[src/rtl/ir_peak_valley_detector.sv]
// Peak/valley tracker with hysteresis for the filtered IR stream: reports peak, valley,
// AC amplitude and beat period. Define PERIOD_AVG_EN to average the last four periods.
module ir_peak_valley_detector #(
  parameter int unsigned DW   = 20,
  parameter int unsigned HYST = 64,
  parameter int unsigned PW   = 12
) (
  input  logic          CLK_Filter,
  input  logic          rst_n,
  input  logic [DW-1:0] Filtered_In,
  input  logic          Sample_Valid,
  output logic [DW-1:0] Peak_Value,
  output logic [DW-1:0] Valley_Value,
  output logic [DW-1:0] AC_Amplitude,
  output logic          AC_Valid,
  output logic          Beat_Pulse,
  output logic [PW-1:0] Period_Out,
  output logic          Period_Valid
);

  localparam int unsigned XW = DW + 1;
  localparam logic [DW:0] HystExt = XW'(HYST);

  typedef enum logic [1:0] {StSeed, StRising, StFalling} state_e;

  state_e        state_q, state_d;
  logic [DW-1:0] run_max_q, run_max_d;
  logic [DW-1:0] run_min_q, run_min_d;
  logic [PW-1:0] cnt_q, cnt_d;
  logic          have_peak_q, have_peak_d;
  logic [DW-1:0] peak_q, peak_d;
  logic [DW-1:0] valley_q, valley_d;
  logic [DW-1:0] ac_q, ac_d;
  logic          ac_valid_q, ac_valid_d;
  logic          beat_q, beat_d;
  logic [PW-1:0] period_q, period_d;
  logic          period_valid_q, period_valid_d;

  logic [DW:0]   x_ext, max_ext, min_ext, peak_ext;
  logic [PW-1:0] cnt_inc;

  // Widened by one bit so adding the hysteresis can never wrap.
  assign x_ext    = {1'b0, Filtered_In};
  assign max_ext  = {1'b0, run_max_q};
  assign min_ext  = {1'b0, run_min_q};
  assign peak_ext = {1'b0, peak_q};
  assign cnt_inc  = (cnt_q == '1) ? cnt_q : cnt_q + 1'b1;

  always_comb begin
    state_d        = state_q;
    run_max_d      = run_max_q;
    run_min_d      = run_min_q;
    cnt_d          = cnt_q;
    have_peak_d    = have_peak_q;
    peak_d         = peak_q;
    valley_d       = valley_q;
    ac_d           = ac_q;
    ac_valid_d     = 1'b0;
    beat_d         = 1'b0;
    period_valid_d = 1'b0;

    if (Sample_Valid) begin
      cnt_d = cnt_inc;
      unique case (state_q)
        StSeed: begin
          run_max_d = Filtered_In;
          run_min_d = Filtered_In;
          state_d   = StRising;
        end
        StRising: begin
          if (x_ext > max_ext) begin
            run_max_d = Filtered_In;
          end else if (x_ext + HystExt < max_ext) begin
            peak_d         = run_max_q;
            beat_d         = 1'b1;
            period_valid_d = have_peak_q;
            cnt_d          = '0;
            have_peak_d    = 1'b1;
            run_min_d      = Filtered_In;
            state_d        = StFalling;
          end
        end
        StFalling: begin
          if (x_ext < min_ext) begin
            run_min_d = Filtered_In;
          end else if (x_ext > min_ext + HystExt) begin
            valley_d   = run_min_q;
            ac_d       = (min_ext > peak_ext) ? '0 : peak_q - run_min_q;
            ac_valid_d = 1'b1;
            run_max_d  = Filtered_In;
            state_d    = StRising;
          end
        end
        default: state_d = StSeed;
      endcase
    end
  end

`ifdef PERIOD_AVG_EN
  localparam int unsigned SW = PW + 2;

  logic [PW-1:0] buf_q [4];
  logic [PW-1:0] buf_d [4];
  logic          buf_full_q, buf_full_d;
  logic [SW-1:0] buf_sum;

  // First measured period seeds every slot so the mean starts at that period.
  always_comb begin
    buf_d      = buf_q;
    buf_full_d = buf_full_q;
    period_d   = period_q;
    if (period_valid_d) begin
      if (!buf_full_q) begin
        for (int i = 0; i < 4; i++) buf_d[i] = cnt_inc;
        buf_full_d = 1'b1;
      end else begin
        buf_d[0] = cnt_inc;
        for (int i = 1; i < 4; i++) buf_d[i] = buf_q[i-1];
      end
    end
    buf_sum = SW'(buf_d[0]) + SW'(buf_d[1]) + SW'(buf_d[2]) + SW'(buf_d[3]);
    if (period_valid_d) period_d = PW'(buf_sum >> 2);
  end

  always_ff @(posedge CLK_Filter or negedge rst_n) begin
    if (!rst_n) begin
      for (int i = 0; i < 4; i++) buf_q[i] <= '0;
      buf_full_q <= 1'b0;
    end else begin
      buf_q      <= buf_d;
      buf_full_q <= buf_full_d;
    end
  end
`else
  always_comb begin
    period_d = period_q;
    if (period_valid_d) period_d = cnt_inc;
  end
`endif

  always_ff @(posedge CLK_Filter or negedge rst_n) begin
    if (!rst_n) begin
      state_q        <= StSeed;
      run_max_q      <= '0;
      run_min_q      <= '0;
      cnt_q          <= '0;
      have_peak_q    <= 1'b0;
      peak_q         <= '0;
      valley_q       <= '0;
      ac_q           <= '0;
      ac_valid_q     <= 1'b0;
      beat_q         <= 1'b0;
      period_q       <= '0;
      period_valid_q <= 1'b0;
    end else begin
      state_q        <= state_d;
      run_max_q      <= run_max_d;
      run_min_q      <= run_min_d;
      cnt_q          <= cnt_d;
      have_peak_q    <= have_peak_d;
      peak_q         <= peak_d;
      valley_q       <= valley_d;
      ac_q           <= ac_d;
      ac_valid_q     <= ac_valid_d;
      beat_q         <= beat_d;
      period_q       <= period_d;
      period_valid_q <= period_valid_d;
    end
  end

  assign Peak_Value   = peak_q;
  assign Valley_Value = valley_q;
  assign AC_Amplitude = ac_q;
  assign AC_Valid     = ac_valid_q;
  assign Beat_Pulse   = beat_q;
  assign Period_Out   = period_q;
  assign Period_Valid = period_valid_q;

endmodule
[config.mk]
export PLATFORM = sky130hd
export DESIGN_NAME = ir_peak_valley_detector
export DESIGN_NICKNAME = d
export VERILOG_FILES = /design/src/rtl/ir_peak_valley_detector.sv
export SDC_FILE = /design/constraint.sdc
export NUM_CORES = 1
export LEC_CHECK = 0
export BUFFER_PORTS_ARGS = -buffer_cell sky130_fd_sc_hd__buf_4
export CAP_MARGIN = 40
export CORE_MARGIN = 4
export CORE_UTILIZATION = 60
export CTS_CLUSTER_SIZE = 8
export DETAILED_ROUTE_END_ITERATION = 16
export PLACE_DENSITY_LB_ADDON = 0.1
export SYNTH_ARGS = -nofsm -noshare
export SYNTH_HDL_FRONTEND = slang
export SYNTH_SLANG_ARGS = --single-unit
[constraint.sdc]
create_clock -name CLK_Filter -period 7 [get_ports CLK_Filter]
set_input_delay 1.05 -clock CLK_Filter [delete_from_list [all_inputs] [get_ports CLK_Filter]]
set_output_delay 1.05 -clock CLK_Filter [all_outputs]
set_load 0.03 [all_outputs]
==> out/qor.csv, run 1 <==
metric;value;unit
Pwr per Cell Area;523;nW/µm²
DRT Wirelength;21.0;mm
Crit-path slowest cell;a2111oi_4;
RSZ-0062 raised after global routing;false;
synthesized area per cell;10.4;µm²
Die H;126;µm
Mapped Cells;796;
Least-Margin Pin Slew;1.02;ns
CP endpoint kind;flip-flop;
maximum clock frequency;212;MHz
DRC;0;
CTS tree;done;
Final Wtd Congestion;0.949;
fillcell total;990;
Clock Tree Buf Depth;2;
setup TNS;0;ns
clk sinks;130;
most frequent cell after synthesis;dfrtp_1;
sequential-to-total area share from yosys stat;39.2;%
final hold violation count;0;
DR pass1 iterations;6;
Post-synth EDFFs;0;
post-DP HPWL;15.9;mm
final worst-path cycle share;67.4;%
global route overflow;0;
Cell Area, Placed;9210;µm²
WP buf/inv;1;
vias in the first global route;6738;
Critical Path Max Stage Delay;0.90;ns
FP Rows;42;
core area;13400;µm²
design area;9800;µm²
outcome;completed;
Max Cap Viol;0;
CP delay by family, top;compound AO/OA/AOI/OAI gates;
post-layout minimum cycle time;4.72;ns
I/O pin total;98;
post-synthesis register bit count;130;
Iter 0 DRT Violations;369;
CP Launch Type;input pin;
Total Nets Final;1007;
Mapped Nets;911;
GRT Max-Usage Layer;met2;
Distinct cells, synth;58;
Hold Path Class;flip-flop to flip-flop;
ANT cells;0;
number of H-tree levels;4;
Synth Flop Type;dfrtp_1;
Tot GR Track Use;27.3;%
total CTS buffers;17;
global-route wire length before repair;34.6;mm
crit-path cells;buf_4 -> and3_1 -> and3_1 -> and2_1 -> nand4_1 -> xnor2_1 -> ha_1 -> a21o_1 -> a21oi_1 -> o21a_1 -> o211ai_1 -> a2111oi_4 -> nand2_2 -> mux2_1;
Yosys Warn Count;0;
CTS clk-pin slew, worst paths;0.05;ns
wire length per cell;19.4;µm
Pleak;4.84;nW
Data required, critical path;7.29;ns
layout cells sized above 1;23.0;%
critical path fanouts, max;22;
multi-input logic area;4710;µm²
CP arrival;5.01;ns
Max Clock Skew;0.00971;ns
Via density;6.15;
via count;6649;
GR Util met3;5.88;%
area leader, netlist;dfrtp_1;
GR Util met1;35.9;%
met2 Usage GRT;46.1;%
initial antenna violation count;0;
area growth from synthesis to layout;18.2;%
Mapped Area;8300;µm²
Inst Count DP;1049;
final worst setup slack;2.28;ns
Crit Path Category;input pin to flip-flop;
Commonest cells post-synth;dfrtp_1, ha_1, mux2_2;
Die X;126;µm
Post-DRT Antenna Nets;0;
Area contributors post-synth;dfrtp_1, ha_1, mux2_2;
CP most frequent cell;and3_1;
largest net degree at the start of global routing;72;
Root Driver;clkbuf_16;
number of port buffers;97;
die area;15800;µm²
hold_ws;0.486;ns
share of the synthesized area in the top cell type;39.2;%
Util after Layout;73.2;%
Rel. slew slack;30.0;%
Max VDD drop;0.000254;V
DP Worst Slack;1.95;ns
worst-skew pair later-pin latency;0.42;ns
asr flop ratio synth;100;%
post-CTS setup buffers;0;
PostCTS Resize Cnt;0;
overall power;5.12;mW
Reg area;3250;µm²
final setup violating endpoints;0;
Initial Util;61.9;%
setup slack, reg-to-reg;2.44;ns
max-slew violations;0;
cts hold-fix bufs;0;
final std cells w/o fill;1081;
==> routing by layer <==
layer	vias up	share of wire, %
met5	-	0
met4	0	1.8
met3	37	6.0
met2	217	48
met1	3278	44
li1	3117	-
==> logic make-up (layout without fill, tap and decap cells) <==
kind of cell / count (synthesis) / after routing / synth area share (%)
fa+ha+maj: 92 / 92 / 14.0
simple gates: 159 / 159 / 10.1
compound gates: 186 / 186 / 14.8
xor+xnor: 48 / 48 / 5.07
flops: 130 / 130 / 39.2
buf+inv: 87 / 196 / 4.10
mux: 94 / 94 / 12.7
==> state kept, by name, summed over array words and instances, names as in the netlist, 2 cells and up <==
register / flops
AC_Amplitude: 20
Peak_Value: 20
Valley_Value: 20
run_max_q: 20
run_min_q: 20
Period_Out: 12
cnt_q: 12
state_q: 2
==> report_power, final <==
part	internal, mW	total (mW)	leakage, nW	switching [mW]
clock	0.559	0.878	0.289	0.319
combinational	1.20	2.88	2.90	1.68
sequential	1.06	1.36	1.65	0.302
==> worst register-to-register path, stage by stage, from the launching register on <==
cell and delay (ns):
dfrtp_1 0.47, and4_1 0.32, nand4_1 0.22, nor3_1 0.32, xnor2_1 0.12, ha_1 0.31, nand3_1 0.13, or3_1 0.46
nor4b_1 0.38, a211oi_1 0.13, nand3_1 0.15, buf_4 0.23, or2_2 0.75, mux2_2 0.45
==> final cells by class <==
| cell class | instances | share of cell area, % |
|---|---|---|
| Multi-Input combinational cell | 579 | 48.1 |
| Timing Repair Buffer | 104 | 8.17 |
| Clock inverter | 9 | 1.06 |
| Clock buffer | 23 | 4.98 |
| Tap cell | 176 | 2.25 |
| Sequential cell | 130 | 33.2 |
| Inverter | 60 | 2.30 |
==> worst paths after layout <==
check | from | to | depth (start not counted)
max in group asynchronous | rst_n | Valley_Value[14]$_DFFE_PN0P_ | 3
min in group asynchronous | rst_n | AC_Amplitude[4]$_DFFE_PN0P_ | 1
setup / recovery | Filtered_In[9] | Peak_Value[6]$_DFFE_PN0P_ | 14
hold / removal | have_peak_q$_DFFE_PN0P_ | have_peak_q$_DFFE_PN0P_ | 1
hold reg to reg | have_peak_q$_DFFE_PN0P_ | have_peak_q$_DFFE_PN0P_ | 1
setup reg to reg | run_min_q[8]$_DFFE_PN0P_ | Valley_Value[15]$_DFFE_PN0P_ | 13
==> cells in the final DEF (no fill, tap or decap), drive strengths merged, types with 6 or more instances in the layout <==
| cell | instances |
|---|---|
| nand2b | 6 |
| a211oi | 12 |
| nor3 | 10 |
| and4 | 6 |
| inv | 60 |
| o21ai | 44 |
| clkbuf | 23 |
| ha | 91 |
| a21oi | 43 |
| nand4 | 19 |
| a21o | 19 |
| nor2b | 6 |
| o21a | 9 |
| mux2 | 90 |
| nand3 | 26 |
| nand2 | 41 |
| xor2 | 12 |
| and3 | 10 |
| nor2 | 19 |
| dfrtp | 130 |
| xnor2 | 36 |
| o211ai | 6 |
| o31ai | 19 |
| a22o | 6 |
| buf | 104 |
Power figures use the tool's default switching activity.
==> run 2: changes to the inputs <==
--- a/config.mk
+++ b/config.mk
@@ -8,7 +8,7 @@
 export BUFFER_PORTS_ARGS = -buffer_cell sky130_fd_sc_hd__buf_4
 export CAP_MARGIN = 40
 export CORE_MARGIN = 4
-export CORE_UTILIZATION = 60
+export CORE_UTILIZATION = 59
 export CTS_CLUSTER_SIZE = 8
 export DETAILED_ROUTE_END_ITERATION = 16
 export PLACE_DENSITY_LB_ADDON = 0.1
==> constraint.sdc (replaced) <==
create_clock -name CLK_Filter -period 4.75 [get_ports CLK_Filter]
set_input_delay 0.7125 -clock CLK_Filter [delete_from_list [all_inputs] [get_ports CLK_Filter]]
set_output_delay 0.7125 -clock CLK_Filter [all_outputs]
set_load 0.03 [all_outputs]
==> run 2 against run 1 <==
Global-route usage fell by 0.23 points. Die area grew 1.6%. Final cell count rose by 0.56%. Hold slack got worse by 0.29 ns. Power is 49% higher. Via count increased by 0.26%.
==> out/qor.csv, run 2 (same netlist as run 1, synthesis figures left out) <==
metric;value;unit;change
outcome;completed;;unchanged
setup TNS;0;ns;unchanged
vias in the first global route;6761;;was 6738
RSZ-0062 raised after global routing;false;;unchanged
I/O pin total;98;;unchanged
layout cells sized above 1;23.4;%;was 23.0%
Max Cap Viol;0;;unchanged
PostCTS Resize Cnt;0;;unchanged
number of port buffers;97;;unchanged
die area;16000;µm²;was 15800 µm²
worst-skew pair later-pin latency;0.43;ns;was 0.42 ns
Tot GR Track Use;27.1;%;was 27.3%
Total Nets Final;1010;;was 1007
Rel. slew slack;38.8;%;was 30.0%
most frequent cells in the layout;dfrtp_1, buf_4, ha_1;;unchanged
Clock Tree Buf Depth;2;;unchanged
global route overflow;0;;unchanged
final setup violating endpoints;0;;unchanged
area growth from synthesis to layout;19.2;%;was 18.2%
Hold Path Class;input pin to async pin;;was flip-flop to flip-flop
number of H-tree levels;4;;unchanged
critical path fanouts, max;13;;was 22
FP Rows;43;;was 42
Iter 0 DRT Violations;437;;was 369
Post-DRT Antenna Nets;0;;unchanged
Max Clock Skew;0.00642;ns;was 0.00971 ns
total CTS buffers;17;;unchanged
Max VDD drop;0.000338;V;was 0.000254 V
final worst-path cycle share;93.1;%;
Pleak;4.87;nW;was 4.84 nW
CP delay by family, top;simple AND/OR/NAND/NOR gates;;was compound AO/OA/AOI/OAI gates
Crit Path Category;flip-flop to flip-flop;;was input pin to flip-flop
post-layout minimum cycle time;4.42;ns;
cts hold-fix bufs;0;;unchanged
final hold violation count;0;;unchanged
Critical Path Max Stage Delay;0.80;ns;was 0.90 ns
global-route wire length before repair;34.7;mm;was 34.6 mm
crit-path cells;and4_1 -> nand4_1 -> nor3_1 -> xnor2_1 -> ha_1 -> nand3_1 -> nor3_1 -> a2111oi_0 -> nand4_1 -> and3b_1 -> a211oi_2 -> buf_4 -> mux2_2;;was buf_4 -> and3_1 -> and3_1 -> and2_1 -> nand4_1 -> xnor2_1 -> ha_1 -> a21o_1 -> a21oi_1 -> o21a_1 -> o211ai_1 -> a2111oi_4 -> nand2_2 -> mux2_1
clk sinks;130;;unchanged
CTS tree;done;;unchanged
CTS clk-pin slew, worst paths;0.06;ns;was 0.05 ns
wire length per cell;19.4;µm;about the same
initial antenna violation count;0;;unchanged
Crit-path slowest cell;a2111oi_0;;was a2111oi_4
Die X;127;µm;was 126 µm
Initial Util;60.0;%;was 61.9%
max-slew violations;0;;unchanged
Cell Area, Placed;9260;µm²;was 9210 µm²
Data required, critical path;5.06;ns;was 7.29 ns
maximum clock frequency;226;MHz;
CP Launch Type;flip-flop;;was input pin
post-DP HPWL;16.1;mm;was 15.9 mm
core area;13800;µm²;was 13400 µm²
CP arrival;4.73;ns;was 5.01 ns
Pwr per Cell Area;772;nW/µm²;was 523 nW/µm²
WP buf/inv;1;;unchanged
post-CTS setup buffers;0;;unchanged
commonest non-fill, non-tap cell in the layout;dfrtp_1;;unchanged
Via density;6.13;;was 6.15
via count;6666;;was 6649
Final Wtd Congestion;0.933;;was 0.949
design area;9890;µm²;was 9800 µm²
CP endpoint kind;flip-flop;;unchanged
DRT Wirelength;21.0;mm;about the same
DRC;0;;unchanged
Die H;127;µm;was 126 µm
Least-Margin Pin Slew;0.895;ns;was 1.02 ns
Root Driver;clkbuf_16;;unchanged
largest net degree at the start of global routing;61;;was 72
DR pass1 iterations;5;;was 6
ANT cells;0;;unchanged
run 2: changes by cell type in the layout (fill, tap and decap cells not counted), sizes merged:
cell      before  now
clkbuf        23   22
buf          104  107
clkinvlp       2    3
bufinv         2    4
clkinv         5    2
run 2: area by class of cell:
cell class              instances  area, µm²
inverters                      60        225
repair buffers                107        840
fillers                      1073       3940
flip-flops and latches        130       3250
multi-input cells             579       4710
clock buffers                  22        484
well taps                     180        225
clock inverters                 9        153
run 2: final timing paths:
path | startpoint | end | slack, ns | cells after the start
worst max register to register | run_min_q[8]$_DFFE_PN0P_ | run_max_q[10]$_DFFE_PN0P_ | 0.33 | 13
max in group asynchronous | rst_n | Period_Out[1]$_DFFE_PN0P_ | 3.48 | 3
worst min register to register | Period_Out[9]$_DFFE_PN0P_ | Period_Out[9]$_DFFE_PN0P_ | 0.49 | 1
worst min-delay path | rst_n | AC_Amplitude[3]$_DFFE_PN0P_ | 0.19 | 1
worst max-delay path | run_min_q[8]$_DFFE_PN0P_ | run_max_q[10]$_DFFE_PN0P_ | 0.33 | 13
min in group CLK_Filter | Period_Out[9]$_DFFE_PN0P_ | Period_Out[9]$_DFFE_PN0P_ | 0.49 | 1
run 2: report_power, final:
group / switching [mW] / leakage (nW) / internal [mW]
sequential: 0.455 / 1.65 / 1.56
combinational: 2.43 / 2.92 / 1.78
clock: 0.486 / 0.304 / 0.928
total: 3.37 / 4.87 / 4.27
run 2: per-stage QoR:
| stage | setup slack (ns) | total power, mW | instances | util, % | hold WS (ns) |
|---|---|---|---|---|---|
| finish | 0.329 | 7.64 | 1087 | 71.5 | 0.193 |
| global route | 0.185 | 8.16 | 1087 | 71.5 | 0.211 |
| CTS | 0.352 | 7.62 | 1087 | 71.5 | 0.200 |
| detailed placement | 0.414 | 6.17 | 1056 | 66.9 | 0.480 |
| global placement | 0.479 | 6.03 | 1055 | 66.7 | 0.476 |
| floorplan | 1.19 | 4.89 | 796 | - | 0.417 |
run 2: metal layers:
layer | part of all wire (%) | vias to the layer above | track usage, %
met1 | 45 | 3299 | 36.8
met4 | 1.8 | 0 | 8.52
met3 | 5.2 | 40 | 5.14
li1 | - | 3127 | -
met2 | 48 | 200 | 44.2
met5 | 0 | - | 0
==> run 3: changes to the inputs <==
--- a/config.mk
+++ b/config.mk
@@ -11,7 +11,7 @@
 export CORE_UTILIZATION = 59
 export CTS_CLUSTER_SIZE = 8
 export DETAILED_ROUTE_END_ITERATION = 16
-export PLACE_DENSITY_LB_ADDON = 0.1
+export PLACE_DENSITY = 0.87
 export SYNTH_ARGS = -nofsm -noshare
 export SYNTH_HDL_FRONTEND = slang
 export SYNTH_SLANG_ARGS = --single-unit
==> run 3 against run 2 <==
Via count down 0.65%. Clock power is 8% lower. Sequential power is essentially flat. Global-route usage is 0.46 points lower. Count of clock-buffer cells in the layout is 5 lower. Fmax increased by 5.4%. Non-clock buffer count grew 2. Final area is 0.38% lower. Die area stayed put. Register-to-register slack gained 0.23 ns.
==> out/qor.csv, run 3 (same netlist as run 1, synthesis figures left out) <==
metric;value;unit;change
post-CTS setup buffers;0;;unchanged
Iter 0 DRT Violations;512;;was 437
via count;6623;;was 6666
clk sinks;130;;unchanged
Data required, critical path;5.06;ns;about the same
I/O pin total;98;;unchanged
final worst-path cycle share;88.3;%;was 93.1%
core area;13800;µm²;unchanged
setup TNS;0;ns;unchanged
RR Startpoint;run_min_q[8]$_DFFE_PN0P_;;unchanged
Tot GR Track Use;26.6;%;was 27.1%
Total Nets Final;1012;;was 1010
Via density;6.08;;was 6.13
FP Rows;43;;unchanged
RSZ-0062 raised after global routing;false;;unchanged
Hold Path Class;input pin to async pin;;unchanged
final setup violating endpoints;0;;unchanged
DP Worst Slack;0.600;ns;was 0.414 ns
layout cells sized above 1;23.7;%;was 23.4%
max-slew violations;0;;unchanged
CTS clk-pin slew, worst paths;0.06;ns;about the same
global route overflow;0;;unchanged
Max VDD drop;0.000334;V;was 0.000338 V
Rel. slew slack;46.0;%;was 38.8%
vias in the first global route;6530;;was 6761
maximum clock frequency;238;MHz;was 226 MHz
ANT cells;0;;unchanged
largest net degree at the start of global routing;63;;was 61
Critical path origin;run_min_q[8]$_DFFE_PN0P_;;unchanged
critical path fanouts, max;13;;unchanged
die area;16000;µm²;unchanged
Die X;127;µm;unchanged
fillcell total;1036;;was 1073
Root Driver;clkbuf_16;;unchanged
DRT Wirelength;20.8;mm;was 21.0 mm
number of port buffers;97;;unchanged
CP Launch Type;flip-flop;;unchanged
CP endpoint kind;flip-flop;;unchanged
Pwr per Cell Area;765;nW/µm²;was 772 nW/µm²
post-DP HPWL;15.6;mm;was 16.1 mm
Post-DRT Antenna Nets;0;;unchanged
Clock Tree Buf Depth;2;;unchanged
PostCTS Resize Cnt;0;;unchanged
cts hold-fix bufs;0;;unchanged
hold_ws;0.176;ns;was 0.193 ns
Initial Util;60.0;%;unchanged
DR pass1 iterations;4;;was 5
Max Cap Viol;0;;unchanged
multi-input logic area;4710;µm²;unchanged
final std cells w/o fill;1090;;was 1087
Pleak;4.86;nW;was 4.87 nW
commonest non-fill, non-tap cell in the layout;dfrtp_1;;unchanged
CP arrival;4.50;ns;was 4.73 ns
worst-skew pair later-pin latency;0.43;ns;about the same
Reg area;3250;µm²;unchanged
Crit Path Category;flip-flop to flip-flop;;unchanged
final hold violation count;0;;unchanged
wire length per cell;19.1;µm;was 19.4 µm
Max Clock Skew;0.00635;ns;was 0.00642 ns
Die H;127;µm;unchanged
final worst setup slack;0.555;ns;was 0.329 ns
number of H-tree levels;4;;unchanged
area growth from synthesis to layout;18.8;%;was 19.2%
global-route wire length before repair;33.9;mm;was 34.7 mm
outcome;completed;;unchanged
total CTS buffers;17;;unchanged
CTS tree;done;;unchanged
most frequent cells in the layout;dfrtp_1, buf_4, ha_1;;unchanged
Least-Margin Pin Slew;0.790;ns;was 0.895 ns
post-layout minimum cycle time;4.20;ns;was 4.42 ns
initial antenna violation count;0;;unchanged
Inst Count DP;1058;;was 1056
DRC;0;;unchanged
Final Wtd Congestion;0.971;;was 0.933
[run 3: cell count changes in the layout (fill, tap and decap cells not counted), sizes merged]
cell    previous run  this run
clkinv             2         7
buf              107       109
inv               60        63
clkbuf            22        17
bufinv             4         2
[run 3: final cells by class]
cell class / instances / area share (%)
multi-input cells: 579 / 47.8
clock buffers: 17 / 4.32
well taps: 180 / 2.29
flip-flops and latches: 130 / 33.0
inverters: 60 / 2.29
repair buffers: 109 / 8.67
clock inverters: 15 / 1.61
[run 3: routing by layer]
layer	share of wire (%)	up-vias	GRT usage [%]
met4	1.6	0	8.71
met2	48	256	42.7
li1	-	3125	-
met5	0	-	0
met3	7.0	31	4.93
met1	44	3211	36.8
[run 3: report_power, final]
group / internal (mW) / total, mW / switching [mW]
logic: 1.79 / 4.24 / 2.45
registers: 1.56 / 2.01 / 0.445
clock network: 0.775 / 1.30 / 0.521
total: 4.13 / 7.54 / 3.42
[run 3: critical path, stage by stage (launching register included)]
cell      delay (ns)
dfrtp_1         0.46
and4_1          0.29
nand4_1         0.25
nor3_1          0.29
xnor2_1         0.10
ha_1            0.29
nand3_1         0.11
or3_1           0.45
nor4b_1         0.47
a211oi_1        0.16
and3b_1         0.28
a211oi_2        0.28
buf_4           0.28
mux2_2          0.36
[run 3: final timing paths]
kind                                                end  slack, ns  depth (start not counted)
setup reg to reg               run_max_q[7]$_DFFE_PN0P_       0.55                         13
setup / recovery               run_max_q[7]$_DFFE_PN0P_       0.55                         13
hold / removal              AC_Amplitude[5]$_DFFE_PN0P_       0.18                          1
hold reg to reg               Period_Out[6]$_DFFE_PN0P_       0.49                          1
min in group CLK_Filter       Period_Out[6]$_DFFE_PN0P_       0.49                          1
max in group asynchronous  Valley_Value[18]$_DFFE_PN0P_       3.82                          2
[run 3: stage by stage]
step / cell area, µm² / utilization [%] / power, mW
3_5_place_dp: 9270 / 67.0 / 6.14
2_1_floorplan: 8300 / - / 4.89
4_1_cts: 9850 / 71.3 / 7.51
3_3_place_gp: 9240 / 66.8 / 6.02
5_1_grt: 9850 / 71.3 / 8.05
6_report: 9850 / 71.3 / 7.54
